===== src/rtl/reg_bank_fs_if.sv =====
// -----------------------------------------------------------------------------
// reg_bank_fs_if
//   Bus bundle for the reg_bank_fs register bank.
//
//   Command side (master -> slave):
//     fun_sel    [2:0]        operation applied to every enabled register
//     wr_en      [NREGS-1:0]  per-register update enable, bit i = register i
//     data_in    [WIDTH-1:0]  load data
//     rd_addr_a  [ADDR_W-1:0] read port A index
//     rd_addr_b  [ADDR_W-1:0] read port B index
//   Read side (slave -> master):
//     data_out_a [WIDTH-1:0]  contents of register rd_addr_a
//     data_out_b [WIDTH-1:0]  contents of register rd_addr_b
//     flag_c_a                carry flag of register rd_addr_a
//     flag_z_a                zero flag of register rd_addr_a
//
//   Handshake: there is no valid/ready pair. A write command is a single-cycle
//   transfer qualified only by wr_en, sampled on every rising clk edge, and it
//   can never be stalled. Reads are combinational and always valid.
// -----------------------------------------------------------------------------
interface reg_bank_fs_if #(
  parameter int WIDTH  = 8,
  parameter int ADDR_W = 2
) ();
  localparam int NREGS = 2 ** ADDR_W;

  logic [2:0]        fun_sel;
  logic [NREGS-1:0]  wr_en;
  logic [WIDTH-1:0]  data_in;
  logic [ADDR_W-1:0] rd_addr_a;
  logic [ADDR_W-1:0] rd_addr_b;
  logic [WIDTH-1:0]  data_out_a;
  logic [WIDTH-1:0]  data_out_b;
  logic              flag_c_a;
  logic              flag_z_a;

  modport master (
    output fun_sel, wr_en, data_in, rd_addr_a, rd_addr_b,
    input  data_out_a, data_out_b, flag_c_a, flag_z_a
  );

  modport slave (
    input  fun_sel, wr_en, data_in, rd_addr_a, rd_addr_b,
    output data_out_a, data_out_b, flag_c_a, flag_z_a
  );
endinterface


===== src/rtl/reg_bank_fs.sv =====
// -----------------------------------------------------------------------------
// reg_bank_fs
//   Bank of NREGS = 2**ADDR_W registers, WIDTH bits each, with a per-register
//   carry (C) and zero (Z) flag. One shared fun_sel is applied in parallel to
//   every register whose wr_en bit is set; the others hold. Two combinational
//   read ports expose register contents; port A also exposes the flags.
//
//   Ports:
//     clk    rising-edge clock
//     rst_n  asynchronous active-low reset (regs = 0, C = 0, Z = 1)
//     bus    reg_bank_fs_if.slave (command inputs, read-port outputs)
//
//   fun_sel: 000 clear, 001 load, 010 dec, 011 inc,
//            100 shl, 101 shr, 110 rol, 111 ror
//
//   The block has no FSM; its entire state is the register array and the two
//   flag vectors, all visible through the read ports.
// -----------------------------------------------------------------------------
module reg_bank_fs #(
  parameter int WIDTH  = 8,
  parameter int ADDR_W = 2
) (
  input  logic         clk,
  input  logic         rst_n,
  reg_bank_fs_if.slave bus
);
  localparam int NREGS = 2 ** ADDR_W;

  localparam logic [2:0] FUN_CLR  = 3'b000;
  localparam logic [2:0] FUN_LOAD = 3'b001;
  localparam logic [2:0] FUN_DEC  = 3'b010;
  localparam logic [2:0] FUN_INC  = 3'b011;
  localparam logic [2:0] FUN_SHL  = 3'b100;
  localparam logic [2:0] FUN_SHR  = 3'b101;
  localparam logic [2:0] FUN_ROL  = 3'b110;
  localparam logic [2:0] FUN_ROR  = 3'b111;

  localparam logic [WIDTH-1:0] ONE = {{(WIDTH-1){1'b0}}, 1'b1};

  // Register state
  logic [WIDTH-1:0] regs [NREGS];
  logic [NREGS-1:0] c_q;
  logic [NREGS-1:0] z_q;

  // Next-state candidates, computed for every register regardless of wr_en;
  // wr_en only decides whether they are captured.
  logic [WIDTH-1:0] nxt_r [NREGS];
  logic [NREGS-1:0] nxt_c;

  // Result packed as {carry, value}.
  function automatic logic [WIDTH:0] apply_fun(
    input logic [2:0]       fun,
    input logic [WIDTH-1:0] r,
    input logic [WIDTH-1:0] din
  );
    logic [WIDTH-1:0] n;
    logic             c;
    n = r;
    c = 1'b0;
    case (fun)
      FUN_CLR: begin
        n = '0;
        c = 1'b0;
      end
      FUN_LOAD: begin
        n = din;
        c = 1'b0;
      end
      FUN_DEC: begin
        // Borrow only when wrapping 0 -> all-ones.
        n = r - ONE;
        c = (r == '0);
      end
      FUN_INC: begin
        // Carry only when wrapping all-ones -> 0.
        n = r + ONE;
        c = &r;
      end
      FUN_SHL: begin
        n = {r[WIDTH-2:0], 1'b0};
        c = r[WIDTH-1];
      end
      FUN_SHR: begin
        n = {1'b0, r[WIDTH-1:1]};
        c = r[0];
      end
      FUN_ROL: begin
        n = {r[WIDTH-2:0], r[WIDTH-1]};
        c = r[WIDTH-1];
      end
      FUN_ROR: begin
        n = {r[0], r[WIDTH-1:1]};
        c = r[0];
      end
      default: begin
        n = r;
        c = 1'b0;
      end
    endcase
    return {c, n};
  endfunction

  always_comb begin
    for (int i = 0; i < NREGS; i++) begin
      nxt_r[i] = '0;
      nxt_c[i] = 1'b0;
    end
    for (int i = 0; i < NREGS; i++) begin
      {nxt_c[i], nxt_r[i]} = apply_fun(bus.fun_sel, regs[i], bus.data_in);
    end
  end

  // Storage. Z is derived from the new value and registered with it, so the
  // read side never has to compare against zero.
  always_ff @(posedge clk or negedge rst_n) begin
    if (!rst_n) begin
      for (int i = 0; i < NREGS; i++) begin
        regs[i] <= '0;
      end
      c_q <= '0;
      z_q <= '1;
    end else begin
      for (int i = 0; i < NREGS; i++) begin
        if (bus.wr_en[i]) begin
          regs[i] <= nxt_r[i];
          c_q[i]  <= nxt_c[i];
          z_q[i]  <= (nxt_r[i] == '0);
        end
      end
    end
  end

  // Combinational read ports: zero latency, pre-edge value until the edge.
  assign bus.data_out_a = regs[bus.rd_addr_a];
  assign bus.data_out_b = regs[bus.rd_addr_b];
  assign bus.flag_c_a   = c_q[bus.rd_addr_a];
  assign bus.flag_z_a   = z_q[bus.rd_addr_a];

endmodule


===== src/flat_wrapper.sv =====
// flat-port wrapper written by rule: the top's interface ports become plain ports
module reg_bank_fs_flat 
#(
  parameter int WIDTH  = 8,
  parameter int ADDR_W = 2
)
  (clk, rst_n, bus_fun_sel, bus_wr_en, bus_data_in, bus_rd_addr_a, bus_rd_addr_b, bus_data_out_a, bus_data_out_b, bus_flag_c_a, bus_flag_z_a);
  reg_bank_fs_if #(.WIDTH(WIDTH), .ADDR_W(ADDR_W)) bus_i ();
  input  logic clk;
  input  logic rst_n;
  input wire logic [$bits(bus_i.fun_sel)-1:0] bus_fun_sel;
  input wire logic [$bits(bus_i.wr_en)-1:0] bus_wr_en;
  input wire logic [$bits(bus_i.data_in)-1:0] bus_data_in;
  input wire logic [$bits(bus_i.rd_addr_a)-1:0] bus_rd_addr_a;
  input wire logic [$bits(bus_i.rd_addr_b)-1:0] bus_rd_addr_b;
  output wire logic [$bits(bus_i.data_out_a)-1:0] bus_data_out_a;
  output wire logic [$bits(bus_i.data_out_b)-1:0] bus_data_out_b;
  output wire logic [$bits(bus_i.flag_c_a)-1:0] bus_flag_c_a;
  output wire logic [$bits(bus_i.flag_z_a)-1:0] bus_flag_z_a;
  assign bus_i.fun_sel = bus_fun_sel;
  assign bus_i.wr_en = bus_wr_en;
  assign bus_i.data_in = bus_data_in;
  assign bus_i.rd_addr_a = bus_rd_addr_a;
  assign bus_i.rd_addr_b = bus_rd_addr_b;
  assign bus_data_out_a = bus_i.data_out_a;
  assign bus_data_out_b = bus_i.data_out_b;
  assign bus_flag_c_a = bus_i.flag_c_a;
  assign bus_flag_z_a = bus_i.flag_z_a;
  reg_bank_fs #(.WIDTH(WIDTH), .ADDR_W(ADDR_W)) u_core (.clk(clk), .rst_n(rst_n), .bus(bus_i));
endmodule

===== config.mk =====
export PLATFORM = sky130hd
export DESIGN_NAME = reg_bank_fs_flat
export DESIGN_NICKNAME = d
export VERILOG_FILES = /design/src/rtl/reg_bank_fs_if.sv /design/src/rtl/reg_bank_fs.sv /design/src/flat_wrapper.sv
export SDC_FILE = /design/constraint.sdc
export NUM_CORES = 1
export LEC_CHECK = 0
export CORE_MARGIN = 3
export CORE_UTILIZATION = 50
export DETAILED_ROUTE_END_ITERATION = 7
export DONT_BUFFER_PORTS = 1
export GPL_ROUTABILITY_DRIVEN = 1
export PLACE_DENSITY_LB_ADDON = 0.25
export SLEW_MARGIN = 20
export SYNTH_ARGS = -nofsm -noshare
export SYNTH_HDL_FRONTEND = slang
export SYNTH_SLANG_ARGS = --single-unit

===== constraint.sdc =====
create_clock -name clk -period 3.7 [get_ports clk]
set_clock_uncertainty 0.2 [all_clocks]
set_input_delay 0 -clock clk [delete_from_list [all_inputs] [get_ports clk]]
set_output_delay 0 -clock clk [all_outputs]
set_load 0.005 [all_outputs]

Yosys cells after proc, flatten, opt, wreduce, memory -nomap -nowiden:

Cells that the tools add are included.

* register bits: 40
* latch bits: 0
* bits in writable memories: 0
* ROM bits: 0
* bits of input ports: 21
* output and inout bits: 18
* logic and storage cells: 66
* memories: 0

* $add $sub $neg: 8
* multiply operators: 0
* div/mod/pow operators: 0
* $lt $le $gt $ge: 3
* eq/ne operators: 7
* shifts and indexed selects: 0
* multiplexer cells: 18
* bitwise logic cells: 2
* reduce and logical (&&, ||, !) cells: 16

Operators by type and width (count)
* $pmux W8 S8: 4
* $logic_not A8 Y1: 8
* $add A8 B1 Y8 const B: 4
* $bmux W8 S2: 2
* $mux W8: 4
* $reduce_and A8 Y1: 4
* $sub A8 B1 Y8 const B: 4
* $pmux W1 S5: 4
* $eq A3 B3 Y1 const B: 4
* $eq A3 B2 Y1 const B: 2
* $ge A3 B3 Y1 const B: 2
* $not A2 Y3: 2
* $reduce_or A2 Y1: 3
* $bmux W1 S2: 2
* $eq A3 B1 Y1 const B: 1
* $logic_not A3 Y1: 1
* $lt A2 B3 Y1 const B: 1
* $mux W1: 2

Depth between registers and ports, before layout:

* depth in word-level cells: 4
* mapped depth: 11
* mapped depth without buffers: 10

Worst setup path after synthesis:

No wires, ideal clock.

* path kind: input to register
* start point: in bus_fun_sel[2]
* end point: reg u_core.z_q[1]
* library setup time: 96 ps
* arrival time: 2545 ps
* required time: 3404 ps
* path slack: 859 ps
* stages: 11
* path buffers: 1
* path through: and2b_1 clkbuf_2 nand2_1 inv_1 fa_1 nand2b_1 a211oi_1 o21ai_0 a31oi_1 nand4_1 o32ai_1

* cells in the longest elaborated chain, start to end: 3
* elaborated cells on any way between the ends: 10
* classes of those cells: eq/ne: 7; mux: 1; reduce/logical: 2

RTL lines
* start, declared: RTL line flat_wrapper.sv:11 `input wire logic [$bits(bus_i.fun_sel)-1:0] bus_fun_sel;`
* $eq A3 B3 Y1, or another cell as far along: RTL line reg_bank_fs.sv:60 `case (fun)`
* $pmux W8 S8 (*): RTL line reg_bank_fs.sv:60
* $logic_not A8 Y1 (*): RTL line reg_bank_fs.sv:127 `z_q[i] <= (nxt_r[i] == '0);`
* end signal, assigned by index: RTL line reg_bank_fs.sv:127
* end, declared: RTL line reg_bank_fs.sv:43 `logic [NREGS-1:0] z_q;`

Every way passes the cells marked *; elsewhere a longest branch is shown, timed or not.
A chain may end at the register's enable or synchronous reset.

Final worst setup path:

* start point: reg u_core.regs[8] in the netlist's numbering
* end point: reg u_core.regs[14] in the netlist's numbering

* cells in the longest elaborated chain, start to end: 2
* elaborated cells on any way between the ends: 3
* classes of those cells: add/sub: 2; mux: 1

RTL lines
* start, declared: RTL line reg_bank_fs.sv:41 `logic [WIDTH-1:0] regs [NREGS];`
* start signal, assigned by index: RTL line reg_bank_fs.sv:125 `regs[i] <= nxt_r[i];`
* $add A8 B1 Y8 or $sub A8 B1 Y8 (tied branches): RTL line reg_bank_fs.sv:76, reg_bank_fs.sv:71
* $pmux W8 S8 (*): RTL line reg_bank_fs.sv:60

Marked as above.

==> results by group <==
Outcome
  – Status: finished with violations
  – Failing checks: hold timing

Yosys
  – Top_reg_cell synth: dfrtp_1
  – EDFF count, synth: 0
  – Syn_nets: about 540
  – YS warnings: 0
  – Avg Inst Size Synth: 8.38 um2
  – Gate Count Post-Synth: roughly 500
  – Count of cell types in the netlist: 64
  – Share of the synthesized area in the top cell type: 22.0%
  – Yosys reg bits: 40
  – Leading area contributor after synthesis: dfrtp_1
  – Synthesized cell area: around 4100 um2
  – Async SR Flop Fraction: 100%
  – Synth top area cells: dfrtp_1 (22%), mux4_2 (9.9%), a21oi_1 (9.7%)
  – Sequential area share after synthesis: 24.6%

Route
  – Routed Antenna Nets: 0
  – Final wirelength: between 10,000 and 15,000 um
  – First-pass DRT Iterations: 5
  – DRC viols: 0
  – Vias: roughly 4,000
  – Vias per cell: 6.87
  – DR iter-0 viols: 387
  – WL/cell: approximately 22 um

Pwr
  – Combinational share of power: approximately 45%
  – Design Power: between 1.5 and 2 mW
  – VDD IR max: between 0.0002 and 0.00025 V
  – Flop pwr share: 37.0%
  – Int Power: between 1 and 1.5 mW
  – PwrDens: between 400 and 500 nW/um2
  – Clk pwr share: 17.6%
  – Leak: ~1.7 nW
  – Net Sw Frac: 43.6%
  – Sw power: slightly above 0.8 mW

Global route
  – First-pass GRT wire length: around 21,000 um
  – Grt total ovfl: 0
  – Largest net degree at the start of global routing: 60
  – Vias in the first global route: about 3,800
  – Initial antenna violation count: 0
  – Total track usage: about 30%

Critical path
  – Slowest cell on the critical path: dlygate4sd3_1
  – Kind of critical path: flop to flop
  – Critical Path RT: 3.70 ns
  – Crit path max-delay family: buffers and inverters
  – CP max FO: 9
  – CP peak stage delay: 0.58 ns
  – Critical path cell sequence: inv_1 > fa_1 > nand2b_1 > a21oi_1 > o21ai_0 > a31oi_1 > a21oi_1 > dlygate4sd3_1
  – Critical path's most frequent cell: a21oi_1
  – Worst setup EP type: flop
  – WP buf/inv: 2
  – Worst setup SP type: flop
  – Arr. time, crit path: 2.81 ns

Placed design
  – Post-DP HPWL: slightly below 9000 um
  – Port buffer count: 0
  – Routability congestion estimate: a little over 0.9

Finish
  – Number of diodes: 0
  – Layout cells sized above 1: around a tenth
  – FF/Latch Area: 1010 um2
  – Area Growth Syn to Fin: 6.48%
  – Multi-input gate area: 2850 um2
  – # fillers: roughly 750
  – # nets final: ~530

STA
  – Slew HR: 51.6%
  – Hold_ws: -0.0239 ns
  – Setup TNS: 0 ns
  – Fmax: approximately 360 MHz
  – Least-Margin Pin Slew: just over 0.7 ns
  – Fin. max-slew vios: 0
  – Fin crit period: roughly 2.8 ns
  – RSZ-0062 raised after global routing: false
  – Endpoints failing hold: 15
  – Setup violators final: 0
  – Post-route clock period utilization: between 70% and 80%

CTS
  – CTS tree: yes
  – Largest buffer count on any clock path: 2
  – Clock Latency Late Sink: between 0.3 and 0.4 ns
  – Clock buffer count from CTS: 5
  – # clock sinks: 40
  – H-Tree Depth: 2
  – Worst-path clk slew: 0.09 ns
  – Root Buffer Master: clkbuf_8
  – Post-CTS sizing: 0

Die
  – Die ar.: between 9000 and 10,000 um2
  – I/O pins: 39
  – Row count: 32
  – Die width: 96.5 um
  – Initial core utilization: a little over half
  – Core Region: ~7800 um2
  – Die extent in y: 96.5 um

Job
  – Maxcap violations: 0

Min path
  – Hold Crit Class: primary input to async pin
[cells in the mapped netlist (all sizes together), types with 4 or more instances]
master and instances:
a21o 6, xnor2 9, o21a 5, xor2 12, ha 25, buf 24
mux4 18, a211oi 6, nand2 41, clkbuf 14, nand4 6, a41o 4
dfstp 4, nor4 10, or3 4, inv 13, nand2b 4, dfrtp 36
o21ai 18, mux2 4, fa 4, nand3 13, nor2 49, o211ai 4
a21oi 79, o21bai 5, a31oi 27
[placed cells by master, fill, tap and decap left out, types with 5 or more instances in the layout]
cell type and instances:
a21o_1 6, o21ai_0 17, nor2_1 49, ha_1 25, xnor2_1 9, mux4_2 18
nand4_1 6, nand3_1 13, inv_1 13, clkbuf_8 6, dlygate4sd3_1 15, a31oi_1 27
nor4_1 10, a21oi_1 79, nand2_1 40, dfrtp_1 36, o21bai_1 5, o21a_1 5
xor2_1 12
[power groups by stage]
stage | clock [mW] | combinational (mW) | sequential [mW]
after floorplan | 0 | 0.714 | 0.602
after global placement | 0 | 0.761 | 0.692
after detailed placement | 0 | 0.774 | 0.696
after CTS | 0.334 | 0.846 | 0.687
after global routing | 0.351 | 0.960 | 0.709
final | 0.333 | 0.857 | 0.699
[layout make-up]
cell class                      count  share of cell area, %
Inverter                           14                   1.20
Tap cell                          102                   2.93
Timing Repair Buffer               20                   5.34
Sequential cell                    40                   23.1
Clock buffer                        7                   1.98
Clock inverter                      1                  0.172
Multi-Input combinational cell    397                   65.3
[flip-flops by register name (all words and copies together) (netlist names)]
signal       cells
u_core.regs     32
u_core.c_q       4
u_core.z_q       4
[worst register-to-register path: stages (launching register included)]
cell           delay, ns
dfrtp_1             0.54
inv_1               0.13
fa_1                0.48
nand2b_1            0.18
a21oi_1             0.19
o21ai_0             0.09
a31oi_1             0.22
a21oi_1             0.09
dlygate4sd3_1       0.58
[timing repair]
item                                   CTS  global route
hold buffers                            18             0
endpoints found under the hold margin   97             0
buffers inserted                         0             0
[per-layer routing]
layer | global-route usage [%] | share of wire (%) | up-vias
met4 | 8.18 | 2.5 | 0
met2 | 44.7 | 45 | 220
met3 | 8.37 | 12 | 37
li1 | - | - | 1816
met1 | 41.5 | 41 | 1916
met5 | 0 | 0 | -
[path summary, 6_finish.rpt]
check	cells after the start	slack, ns	start	endpoint
min in group clk	1	0.01	bus_rd_addr_a[0]	bus_data_out_a[0]
max	8	0.89	u_core.regs[8]	u_core.regs[14]
max reg2reg	8	0.89	u_core.regs[8]	u_core.regs[14]
min reg2reg	2	0.29	u_core.z_q[1]	u_core.z_q[1]
max in group asynchronous	2	3.02	rst_n	u_core.z_q[1]
min	2	-0.02	rst_n	u_core.regs[26]
[cells by family after synthesis]
family | after synthesis | synth area share, %
AOI/OAI and AO/OA | 180 | 27.6
and+or+nand+nor | 144 | 16.7
buffers and inverters | 52 | 5.89
DFF | 40 | 24.6
adders and majority gates | 29 | 9.59
muxes | 23 | 11.2
xor gates and xnor gates | 21 | 4.49
[stage by stage]
| stage | cells | util [%] | hold slack [ns] | setup slack (ns) | cell area [um2] |
|---|---|---|---|---|---|
| 2_1_floorplan | 489 | - | -0.496 | 0.859 | 4100 |
| 3_3_place_gp | 555 | 51.6 | -0.494 | 1.11 | 4050 |
| 3_5_place_dp | 555 | 51.6 | -0.494 | 1.07 | 4050 |
| 4_1_cts | 581 | 55.6 | 0.00164 | 0.949 | 4360 |
| 5_1_grt | 581 | 55.6 | 0.000671 | 0.657 | 4360 |
| 6_report | 581 | 55.6 | -0.0239 | 0.888 | 4360 |
No activity file was read; power rests on OpenSTA's default activity.
